$ cat config.mk
export PLATFORM = sky130hd
export DESIGN_NAME = cache_bus_arbiter
export DESIGN_NICKNAME = d
export VERILOG_FILES = /design/src/rtl/cache_bus_arbiter.sv
export SDC_FILE = /design/constraint.sdc
export NUM_CORES = 1
export LEC_CHECK = 0
export CAP_MARGIN = 20
export CORE_AREA = 2 2 125 127
export DETAILED_ROUTE_END_ITERATION = 10
export DIE_AREA = 0 0 127 129
export PLACE_DENSITY = 0.57
export SLEW_MARGIN = 20
export SYNTH_ARGS = -nofsm -noshare
export SYNTH_HDL_FRONTEND = slang
export SYNTH_SLANG_ARGS = --single-unit
$ cat constraint.sdc
create_clock -name clk -period 4.57 [get_ports clk]
set_clock_uncertainty 0.15 [all_clocks]
set_input_delay 0.914 -clock clk [delete_from_list [all_inputs] [get_ports clk]]
set_output_delay 0.914 -clock clk [all_outputs]
set_load 0.01 [all_outputs]
$ cat src/rtl/cache_bus_arbiter.sv
`default_nettype none
// ============================================================================
//  Module      : cache_bus_arbiter
//  Description : Round-robin arbiter that shares one cache refill/writeback
//                burst bus between PORT_NUM cache ports. The grant is held
//                for a whole burst (address, W beats, R beats, B response).
//  Revision    : 1.0  initial release
// ============================================================================
module cache_bus_arbiter #(
    parameter int PORT_NUM = 2,
    parameter int LEN_W    = 8
) (
    input  logic                      clk,
    input  logic                      rst,
    input  logic [PORT_NUM-1:0]       s_req_valid,
    output logic [PORT_NUM-1:0]       s_req_ready,
    input  logic [PORT_NUM-1:0]       s_req_write,
    input  logic [PORT_NUM*32-1:0]    s_req_addr,
    input  logic [PORT_NUM*LEN_W-1:0] s_req_len,
    input  logic [PORT_NUM-1:0]       s_w_valid,
    input  logic [PORT_NUM*32-1:0]    s_w_data,
    input  logic [PORT_NUM*4-1:0]     s_w_strb,
    input  logic [PORT_NUM-1:0]       s_w_last,
    output logic [PORT_NUM-1:0]       s_w_ready,
    output logic [PORT_NUM-1:0]       s_r_valid,
    output logic [31:0]               s_r_data,
    output logic                      s_r_last,
    input  logic [PORT_NUM-1:0]       s_r_ready,
    output logic [PORT_NUM-1:0]       s_b_valid,
    output logic                      m_req_valid,
    input  logic                      m_req_ready,
    output logic                      m_req_write,
    output logic [31:0]               m_req_addr,
    output logic [LEN_W-1:0]          m_req_len,
    output logic                      m_w_valid,
    output logic [31:0]               m_w_data,
    output logic [3:0]                m_w_strb,
    output logic                      m_w_last,
    input  logic                      m_w_ready,
    input  logic                      m_r_valid,
    input  logic [31:0]               m_r_data,
    input  logic                      m_r_last,
    output logic                      m_r_ready,
    input  logic                      m_b_valid,
    output logic                      m_b_ready
);

    localparam int                  IDX_W      = (PORT_NUM > 1) ? $clog2(PORT_NUM) : 1;
    localparam logic [IDX_W-1:0]    c_rr_reset = IDX_W'(PORT_NUM - 1);
    localparam logic [PORT_NUM-1:0] c_one_hot0 = PORT_NUM'(1);

    typedef enum logic [2:0] {
        S_IDLE  = 3'd0,
        S_ADDR  = 3'd1,
        S_RDATA = 3'd2,
        S_WDATA = 3'd3,
        S_WRESP = 3'd4
    } state_t;

    state_t                r_state;
    state_t                w_state_nxt;
    logic [PORT_NUM-1:0]   r_grant;
    logic [PORT_NUM-1:0]   w_grant_nxt;
    logic [IDX_W-1:0]      r_gidx;
    logic [IDX_W-1:0]      w_gidx_nxt;
    logic [IDX_W-1:0]      r_rr_ptr;
    logic [IDX_W-1:0]      w_rr_ptr_nxt;

    logic                  w_pick_found;
    logic [IDX_W-1:0]      w_pick_idx;
    int                    w_pick_best;

    logic                  w_g_req_write;
    logic [31:0]           w_g_req_addr;
    logic [LEN_W-1:0]      w_g_req_len;
    logic                  w_g_w_valid;
    logic [31:0]           w_g_w_data;
    logic [3:0]            w_g_w_strb;
    logic                  w_g_w_last;
    logic                  w_g_r_ready;

    // Round-robin pick: smallest circular distance after the last winner wins.
    always_comb begin
        w_pick_found = 1'b0;
        w_pick_idx   = '0;
        w_pick_best  = PORT_NUM;
        for (int j = 0; j < PORT_NUM; j++) begin
            if (s_req_valid[j] &&
                (((j > int'(r_rr_ptr)) ? (j - int'(r_rr_ptr) - 1)
                                       : (j + PORT_NUM - int'(r_rr_ptr) - 1)) < w_pick_best)) begin
                w_pick_best  = (j > int'(r_rr_ptr)) ? (j - int'(r_rr_ptr) - 1)
                                                    : (j + PORT_NUM - int'(r_rr_ptr) - 1);
                w_pick_idx   = IDX_W'(j);
                w_pick_found = 1'b1;
            end
        end
    end

    // Select the granted port's request, write and read-ready signals.
    always_comb begin
        w_g_req_write = 1'b0;
        w_g_req_addr  = '0;
        w_g_req_len   = '0;
        w_g_w_valid   = 1'b0;
        w_g_w_data    = '0;
        w_g_w_strb    = '0;
        w_g_w_last    = 1'b0;
        w_g_r_ready   = 1'b0;
        for (int j = 0; j < PORT_NUM; j++) begin
            if (r_gidx == IDX_W'(j)) begin
                w_g_req_write = s_req_write[j];
                w_g_req_addr  = s_req_addr[j*32 +: 32];
                w_g_req_len   = s_req_len[j*LEN_W +: LEN_W];
                w_g_w_valid   = s_w_valid[j];
                w_g_w_data    = s_w_data[j*32 +: 32];
                w_g_w_strb    = s_w_strb[j*4 +: 4];
                w_g_w_last    = s_w_last[j];
                w_g_r_ready   = s_r_ready[j];
            end
        end
    end

    // State, grant and round-robin pointer registers.
    always_ff @(posedge clk) begin
        if (rst) begin
            r_state  <= S_IDLE;
            r_grant  <= '0;
            r_gidx   <= '0;
            r_rr_ptr <= c_rr_reset;
        end else begin
            r_state  <= w_state_nxt;
            r_grant  <= w_grant_nxt;
            r_gidx   <= w_gidx_nxt;
            r_rr_ptr <= w_rr_ptr_nxt;
        end
    end

    // Next-state logic and handshake pass-through for the granted port.
    always_comb begin
        w_state_nxt  = r_state;
        w_grant_nxt  = r_grant;
        w_gidx_nxt   = r_gidx;
        w_rr_ptr_nxt = r_rr_ptr;
        s_req_ready  = '0;
        s_w_ready    = '0;
        s_r_valid    = '0;
        s_b_valid    = '0;
        m_req_valid  = 1'b0;
        m_w_valid    = 1'b0;
        m_r_ready    = 1'b0;
        m_b_ready    = 1'b0;
        case (r_state)
            S_IDLE: begin
                if (w_pick_found) begin
                    w_state_nxt = S_ADDR;
                    w_gidx_nxt  = w_pick_idx;
                    w_grant_nxt = c_one_hot0 << w_pick_idx;
                end
            end
            S_ADDR: begin
                m_req_valid = 1'b1;
                if (m_req_ready) begin
                    s_req_ready = r_grant;
                    w_state_nxt = w_g_req_write ? S_WDATA : S_RDATA;
                end
            end
            S_RDATA: begin
                m_r_ready = w_g_r_ready;
                s_r_valid = m_r_valid ? r_grant : '0;
                if (m_r_valid && w_g_r_ready && m_r_last) begin
                    w_state_nxt  = S_IDLE;
                    w_rr_ptr_nxt = r_gidx;
                    w_grant_nxt  = '0;
                end
            end
            S_WDATA: begin
                m_w_valid = w_g_w_valid;
                s_w_ready = m_w_ready ? r_grant : '0;
                if (w_g_w_valid && m_w_ready && w_g_w_last) begin
                    w_state_nxt = S_WRESP;
                end
            end
            S_WRESP: begin
                m_b_ready = 1'b1;
                s_b_valid = m_b_valid ? r_grant : '0;
                if (m_b_valid) begin
                    w_state_nxt  = S_IDLE;
                    w_rr_ptr_nxt = r_gidx;
                    w_grant_nxt  = '0;
                end
            end
            default: begin
                w_state_nxt = S_IDLE;
            end
        endcase
    end

    assign m_req_write = w_g_req_write;
    assign m_req_addr  = w_g_req_addr;
    assign m_req_len   = w_g_req_len;
    assign m_w_data    = w_g_w_data;
    assign m_w_strb    = w_g_w_strb;
    assign m_w_last    = w_g_w_last;
    assign s_r_data    = m_r_data;
    assign s_r_last    = m_r_last;

endmodule
`default_nettype wire

-- After elaboration in Yosys (flattened, before gate mapping)
Cells that the tools add are included.
- reduce and logical (&&, ||, !) cells: 13
- equal/unequal tests: 9
- $add $sub $neg: 6
- shift-type cells: 1
- multiplexer cells: 39
- magnitude comparators: 3
- operators with widths (kind ; number):
    2-to-1 mux 32 bit ; 4
    less-than comparator 32 x 3 -> 1 bit, second input constant ; 1
    less-than comparator 32 bit ; 1
    2-to-1 mux 2 bit ; 11
    2-to-1 mux 3 bit ; 5
    one-hot mux 3 bit (5 select lines) ; 1
    2-to-1 mux 1 bit ; 14
    != test 2 bit, second input constant ; 5
    2-to-1 mux 8 bit ; 1
    subtractor 3 x 2 -> 4 bit, second input constant ; 2
    == test 3 x 2 -> 1 bit, second input constant ; 2
    logical AND 1 bit ; 6
    one-hot mux 2 bit (3 select lines) ; 1
    subtractor 2 x 1 -> 3 bit, first input constant ; 2
    AND reduction 5 bit ; 1
    2-to-1 mux 4 bit ; 1
    AND reduction 4 bit ; 1
    == test 3 x 1 -> 1 bit, second input constant ; 1
    == test 3 bit, second input constant ; 1
    zero test 3 bit ; 1
    AND reduction 3 bit ; 1
    nonzero test 3 bit ; 1
    subtractor 2 x 2 -> 3 bit, second input constant ; 1
    one-hot mux 1 bit (2 select lines) ; 1
    5 further kinds ; 5
- output and inout bits: 123
- register bits after elaboration: 7
- input port bits: 201

-- Longest topological paths before layout
- depth in word-level cells: 11
- gate-level depth with buffers: 5

-- Worst setup path before layout
Ideal clock, no wire load.
- kind: in2out
- start point: in s_r_ready[1]
- end point: out m_r_ready
- slack: 2119 ps
- arrival: 1387 ps
- cell stages on the path: 2
- required time: 3506 ps
- path through: mux2_2 > and3_1
- cells in the longest elaborated chain, start to end: 2
- ends and longest elaborated chain (what ; RTL line ; RTL):
    from (decl) ; 28 ; input logic [PORT_NUM-1:0] s_r_ready,
    2-to-1 mux 1 bit ; 110 ; if (r_gidx == IDX_W'(j)) begin
    2-to-1 mux 1 bit ; 152 ; case (r_state)
    to (decl) ; 43 ; output logic m_r_ready,
No other way between the ends.

-- Final worst setup path
- start point: in s_r_ready[0]
- end point: out m_r_ready
Same word-level chain as after synthesis.

==> flow_metrics.tcl <==
set metrics [dict create \
    slowest_delay_ps 480 \
    post_drt_wl_per_cell_um 18.96 \
    antenna_found_initial 0 \
    ys_types 35 \
    r2r_cells 4 \
    holdWs_ps 413.6 \
    p_sw_w 0.0002114 \
    drt_iter0_drc 45 \
    setup-tns-final_ps 0 \
    cp_data_required_time_ps 3510 \
    path_cells "clkdlybuf4s50_1 -> mux2_2 -> and3_1 -> clkdlybuf4s50_1" \
    synth_nets 387 \
    critPathArrivalTime_ps 2280 \
    dp_cells 591 \
    start_util_pct 11.24 \
    core_sq_um 14980 \
    cts_tree "built" \
    htreeDepth 1 \
    worst_slew_pin_slew_ps 680.6 \
    io_buffers 259 \
    grt_first_pass_wirelength_um 15600 \
    synth_area_sq_um 1683 \
    gr-total-overflow 0 \
    hold_violations 0 \
    nets 609 \
    drv_slew 0 \
    die_area_sq_um 16380 \
    ant_nets 0 \
    drive_gt1_share_pct 21.87 \
    finalSetupViolations 0 \
    avgSynthCellArea_sq_um 9.048 \
    postCtsSetupBuffers 0 \
    cts_sinks 7 \
    cts.repair.resized 0 \
    place_ws_ps 1229 \
    r2r_slack_ps 2590 \
    intPower_w 0.0005010 \
    clockPowerShare_pct 21.3 \
    min_path_cells 2 \
    outcome "finished, final reports clean" \
    cts_inserted_buffers 3 \
    vias 2293 \
    ios 324 \
    hpwl_um 9932 \
    pwr_density_cell_nw_per_um2 165.8 \
    synth_seq_area_share_pct 8.327 \
    grt_pass1_vias 2590 \
    cp_common_cell "clkdlybuf4s50_1" \
    p_seq_share_pct 12.2 \
    period_share_pct 73.26 \
    reg2reg_from "r_gidx" \
    worstSetupEndpoint "m_r_ready" \
    setup_slack_ps 1222 \
    diodes 0 \
    endpoint_kind "output port" \
    drv_cap 0 \
    hold_buffers 0 \
    postSynthCellCount 186 \
    root_buffer "clkbuf_16" \
    drtPass1Iterations 4 \
    rows 45 \
    cp-start-kind "input port" \
    cp_slowest_cell "clkdlybuf4s50_1" \
    ys_seq_elements 7 \
    wl_um 11280 \
    final_cells 595 \
    setup.worst_path.start "s_r_ready[0]" \
    area_growth_pct 155.4 \
    fmax_mhz 298.7 \
    grt_max_degree 36 \
    power.static_leakage_nw 1.547 \
    min_period_ps 3348 \
    clk_pin_slew_ps 40 \
    slew_headroom_pct 54.28 \
    ir_drop_mv 0.1096 \
    drcViolationCount 0 \
    cp_max_fo 3 \
    vias_per_cell 3.854 \
    dieHeight_um 129 \
    grtUsageTotal_pct 12.74 \
    die_width_um 127 \
    r2r_end "r_rr_ptr" \
    swShare_pct 29.68 \
    p_comb_share_pct 66.5 \
    worstSetupPathType "in -> out" \
    ys.warnings.count 0 \
    holdCritPathClass "reg -> reg" \
    cts_max_path_buffers 2 \
    fin_total_pwr_w 0.0007124 \
    gp_congestion 0.7545 \
    insertion_delay_ps 230 \
    rsz0062_at_grt "no" \
]
==> layer usage <==
metal  up-vias  track usage [%]  routed length, um  share of wire, %
li1       1093                -                  -                 -
met1      1036            13.91               4025                36
met2       146            23.12               5901                52
met3        18            4.657               1150                10
met4         0            3.878                202               1.8
met5         -                0                  0                 0
==> area by class of cell <==
cell class | count | area, sq um
Timing Repair Buffer | 261 | 2608
Fill cell | 1591 | 10680
Inverter | 2 | 7.507
Tap cell | 188 | 235.2
Clock buffer | 4 | 78.83
Multi-Input combinational cell | 133 | 1225
Sequential cell | 7 | 143.9
==> cell usage after synthesis <==
library cell | instances | area, sq um
a211o_1 | 1 | 8.760
or4_1 | 1 | 7.510
o21a_1 | 1 | 7.510
nand2_1 | 7 | 26.28
mux2_2 | 79 | 889.6
buf_4 | 34 | 255.2
buf_2 | 8 | 40.04
nor2_1 | 5 | 18.77
o311ai_1 | 1 | 8.760
inv_1 | 1 | 3.750
clkbuf_1 | 1 | 3.750
a211oi_1 | 1 | 7.510
nor2_2 | 1 | 6.260
buf_6 | 1 | 11.26
nor2b_4 | 1 | 13.76
a41oi_1 | 1 | 8.760
inv_2 | 1 | 3.750
o211ai_1 | 2 | 15.01
a221o_1 | 1 | 10.01
dfxtp_1 | 7 | 140.1
a21oi_1 | 6 | 30.03
nor3_1 | 3 | 15.01
nand4b_1 | 1 | 8.760
mux2i_1 | 1 | 10.01
o31ai_1 | 1 | 7.510
and2_1 | 2 | 12.51
a21boi_0 | 1 | 7.510
a22oi_1 | 1 | 7.510
or2_2 | 1 | 6.260
and3b_1 | 1 | 8.760
nand4_1 | 1 | 6.260
a2bb2oi_1 | 1 | 8.760
nand2b_1 | 1 | 6.260
nand3_1 | 1 | 5.000
and3_1 | 9 | 56.30
==> power by group through the flow <==
stage	Combinational [W]	Sequential [W]	Clock, W
3_3_place_gp	0.000478	0.0000886	0
4_1_cts	0.000484	0.0000883	0.000154
5_1_grt	0.000507	0.0000898	0.000155
2_1_floorplan	0.000206	0.0000724	0
3_5_place_dp	0.000478	0.0000892	0
6_report	0.000473	0.0000872	0.000152
==> cell families (layout without fill, tap and decap cells) <==
group                  Yosys count  in the layout  synth area share [%]
muxes                           80             80                 53.46
buffers and inverters           46            267                 18.88
and+or+nand+nor                 35             35                 11.75
DFF                              7              7                 8.327
AOI/OAI and AO/OA               18             18                 7.585
==> through the flow <==
stage,area (sq um),util [%]
floorplan,1683,-
global placement,4219,28.17
detailed placement,4219,28.17
CTS,4298,28.70
global route,4298,28.70
finish,4298,28.70
==> worst min path at each step <==
stage / startpoint / to / slack, ps
global placement: r_rr_ptr / r_rr_ptr / 390
finish: r_rr_ptr / r_rr_ptr / 410
floorplan: r_grant[0] / r_grant[0] / 330
detailed placement: r_rr_ptr / r_rr_ptr / 400
global route: r_rr_ptr / r_rr_ptr / 450
CTS: r_rr_ptr / r_rr_ptr / 410
==> placed cells by master (no fill, tap or decap), types with 2 or more instances in the layout <==
master and n:
nor2_1 5, dfxtp_1 6, clkdlybuf4s50_1 259, and3_1 9, clkbuf_16 3, nor3_1 3, buf_4 2, a21oi_1 6
nand2_1 7, o211ai_1 2, mux2_2 79, and2_1 2
==> state kept, by name, summed over array words and instances, names as in the netlist <==
signal    cells
r_rr_ptr      1
r_state       3
r_grant       2
r_gidx        1
==> critical path, delay by kind of cell <==
| kind | cells | cell delay (ps) |
|---|---|---|
| AND/OR/NAND/NOR | 1 | 200 |
| buffers and inverters | 2 | 880 |
| multiplexers | 1 | 290 |
Power figures use the tool's default switching activity.
==> patch: new RTL, same settings <==
Encoding of `state_t`: now one-hot (5 bits for 5 states).
--- a/src/rtl/cache_bus_arbiter.sv
+++ b/src/rtl/cache_bus_arbiter.sv
@@ -49,12 +49,12 @@
     localparam logic [IDX_W-1:0]    c_rr_reset = IDX_W'(PORT_NUM - 1);
     localparam logic [PORT_NUM-1:0] c_one_hot0 = PORT_NUM'(1);
 
-    typedef enum logic [2:0] {
-        S_IDLE  = 3'd0,
-        S_ADDR  = 3'd1,
-        S_RDATA = 3'd2,
-        S_WDATA = 3'd3,
-        S_WRESP = 3'd4
+    typedef enum logic [4:0] {
+        S_IDLE  = 5'b00001,
+        S_ADDR  = 5'b00010,
+        S_RDATA = 5'b00100,
+        S_WDATA = 5'b01000,
+        S_WRESP = 5'b10000
     } state_t;
 
     state_t                r_state;
Check against the original RTL: no difference found for any inputs over 10 cycles, from zero or initial values and one cycle with rst high; not proved beyond that.
==> patch against the unedited design <==
  * Non-clock buffer count is 1 lower
  * Power grew 6.1%
  * Combinational power rose by 3%
  * Sequential cell count up 2
  * Synthesized cell count is 5.4% higher
  * First-iteration DRC count grew 71%
  * Global-route usage decreased by 2.5 points
  * Area after synthesis is 8.5% higher
  * Critical endpoint unchanged
  * Final area is 3.3% higher
  * Die area unchanged
  * Count of clock-buffer cells in the layout is the same
  * Largest cell class unchanged
  * Wire length fell by 17%
  * Worst setup slack gained 0.052 ns
==> patch: results (changes against the unedited design) <==
Run status
  • Outcome: completed

Placement
  • Post-DP HPWL: 8020 um (-19%)
  • Pre-CTS WS: 1.26 ns (+0.0351 ns)
  • Placed insts: 599 (+1.4%)
  • Routability congestion estimate from global placement: 0.825 (+9.4%)
  • Area post-placement: 4360 sq um (+3.4%)

Synth
  • Seq/Total Area, Yosys: 9.87% (+1.5 points)
  • Compound-Gate Fraction of Synth Area: 7.81% (+0.23 points)
  • Post-Synth XOR/XNOR Area: 0.480% (+0.48 points)
  • Mux share of post-synthesis cell area: 49.8% (-3.7 points)

Route
  • Metal3 WL: 844 um (-27%)
  • Met2 WL: 4860 um (-18%)
  • Initial DRC count: 77 (+71%)
  • Wire length per cell: 15.5 um (-18%)
  • Vias per cell: 3.87 (+0.35%)

GRT
  • First-pass GRT wire length: 13200 um (-15%)
  • Vias in the first global route: 2409 (-7.0%)
  • Largest net degree at the start of global routing: 50 (+39%)
  • GR Util met2: 19.6% (-3.5 points)
  • M3 GR Usage: 2.83% (-1.8 points)

Timing
  • Worst hold slack: 0.365 ns (-0.0484 ns)
  • Slew margin rel.: 65.9% (+12 points)

Critical path
  • Reg2Reg Depth: 5 (+1)
  • Reg2reg end: r_state[3]
  • Setup slack, reg-to-reg: 2.58 ns (about the same)

Power
  • Comb. pwr: 0.487 mW (+3%)
-- patch: cell count changes after synthesis, sizes merged, moves of 2 or more --
cell and delta:
buf +2, dfxtp +2, mux2i +2, nand2 -4, nand3 +2, o21ai +3
or2b +2
-- patch: worst max path at each step --
stage,from,endpoint,slack [ns]
after floorplan,s_req_addr[32],m_req_addr[0],2.27
after global placement,s_w_last[1],m_w_last,1.28
after detailed placement,s_r_ready[1],m_r_ready,1.26
after CTS,s_r_ready[1],m_r_ready,1.26
after global routing,s_r_ready[1],m_r_ready,1.24
final,s_r_ready[1],m_r_ready,1.27
-- patch: final cells by class --
| class | instances | area, sq um |
|---|---|---|
| Clock buffer | 4 | 78.8 |
| Fill cell | 1520 | 10500 |
| Inverter | 2 | 7.51 |
| Multi-Input combinational cell | 140 | 1320 |
| Sequential cell | 9 | 184 |
| Tap cell | 188 | 235 |
| Timing Repair Buffer | 260 | 2610 |
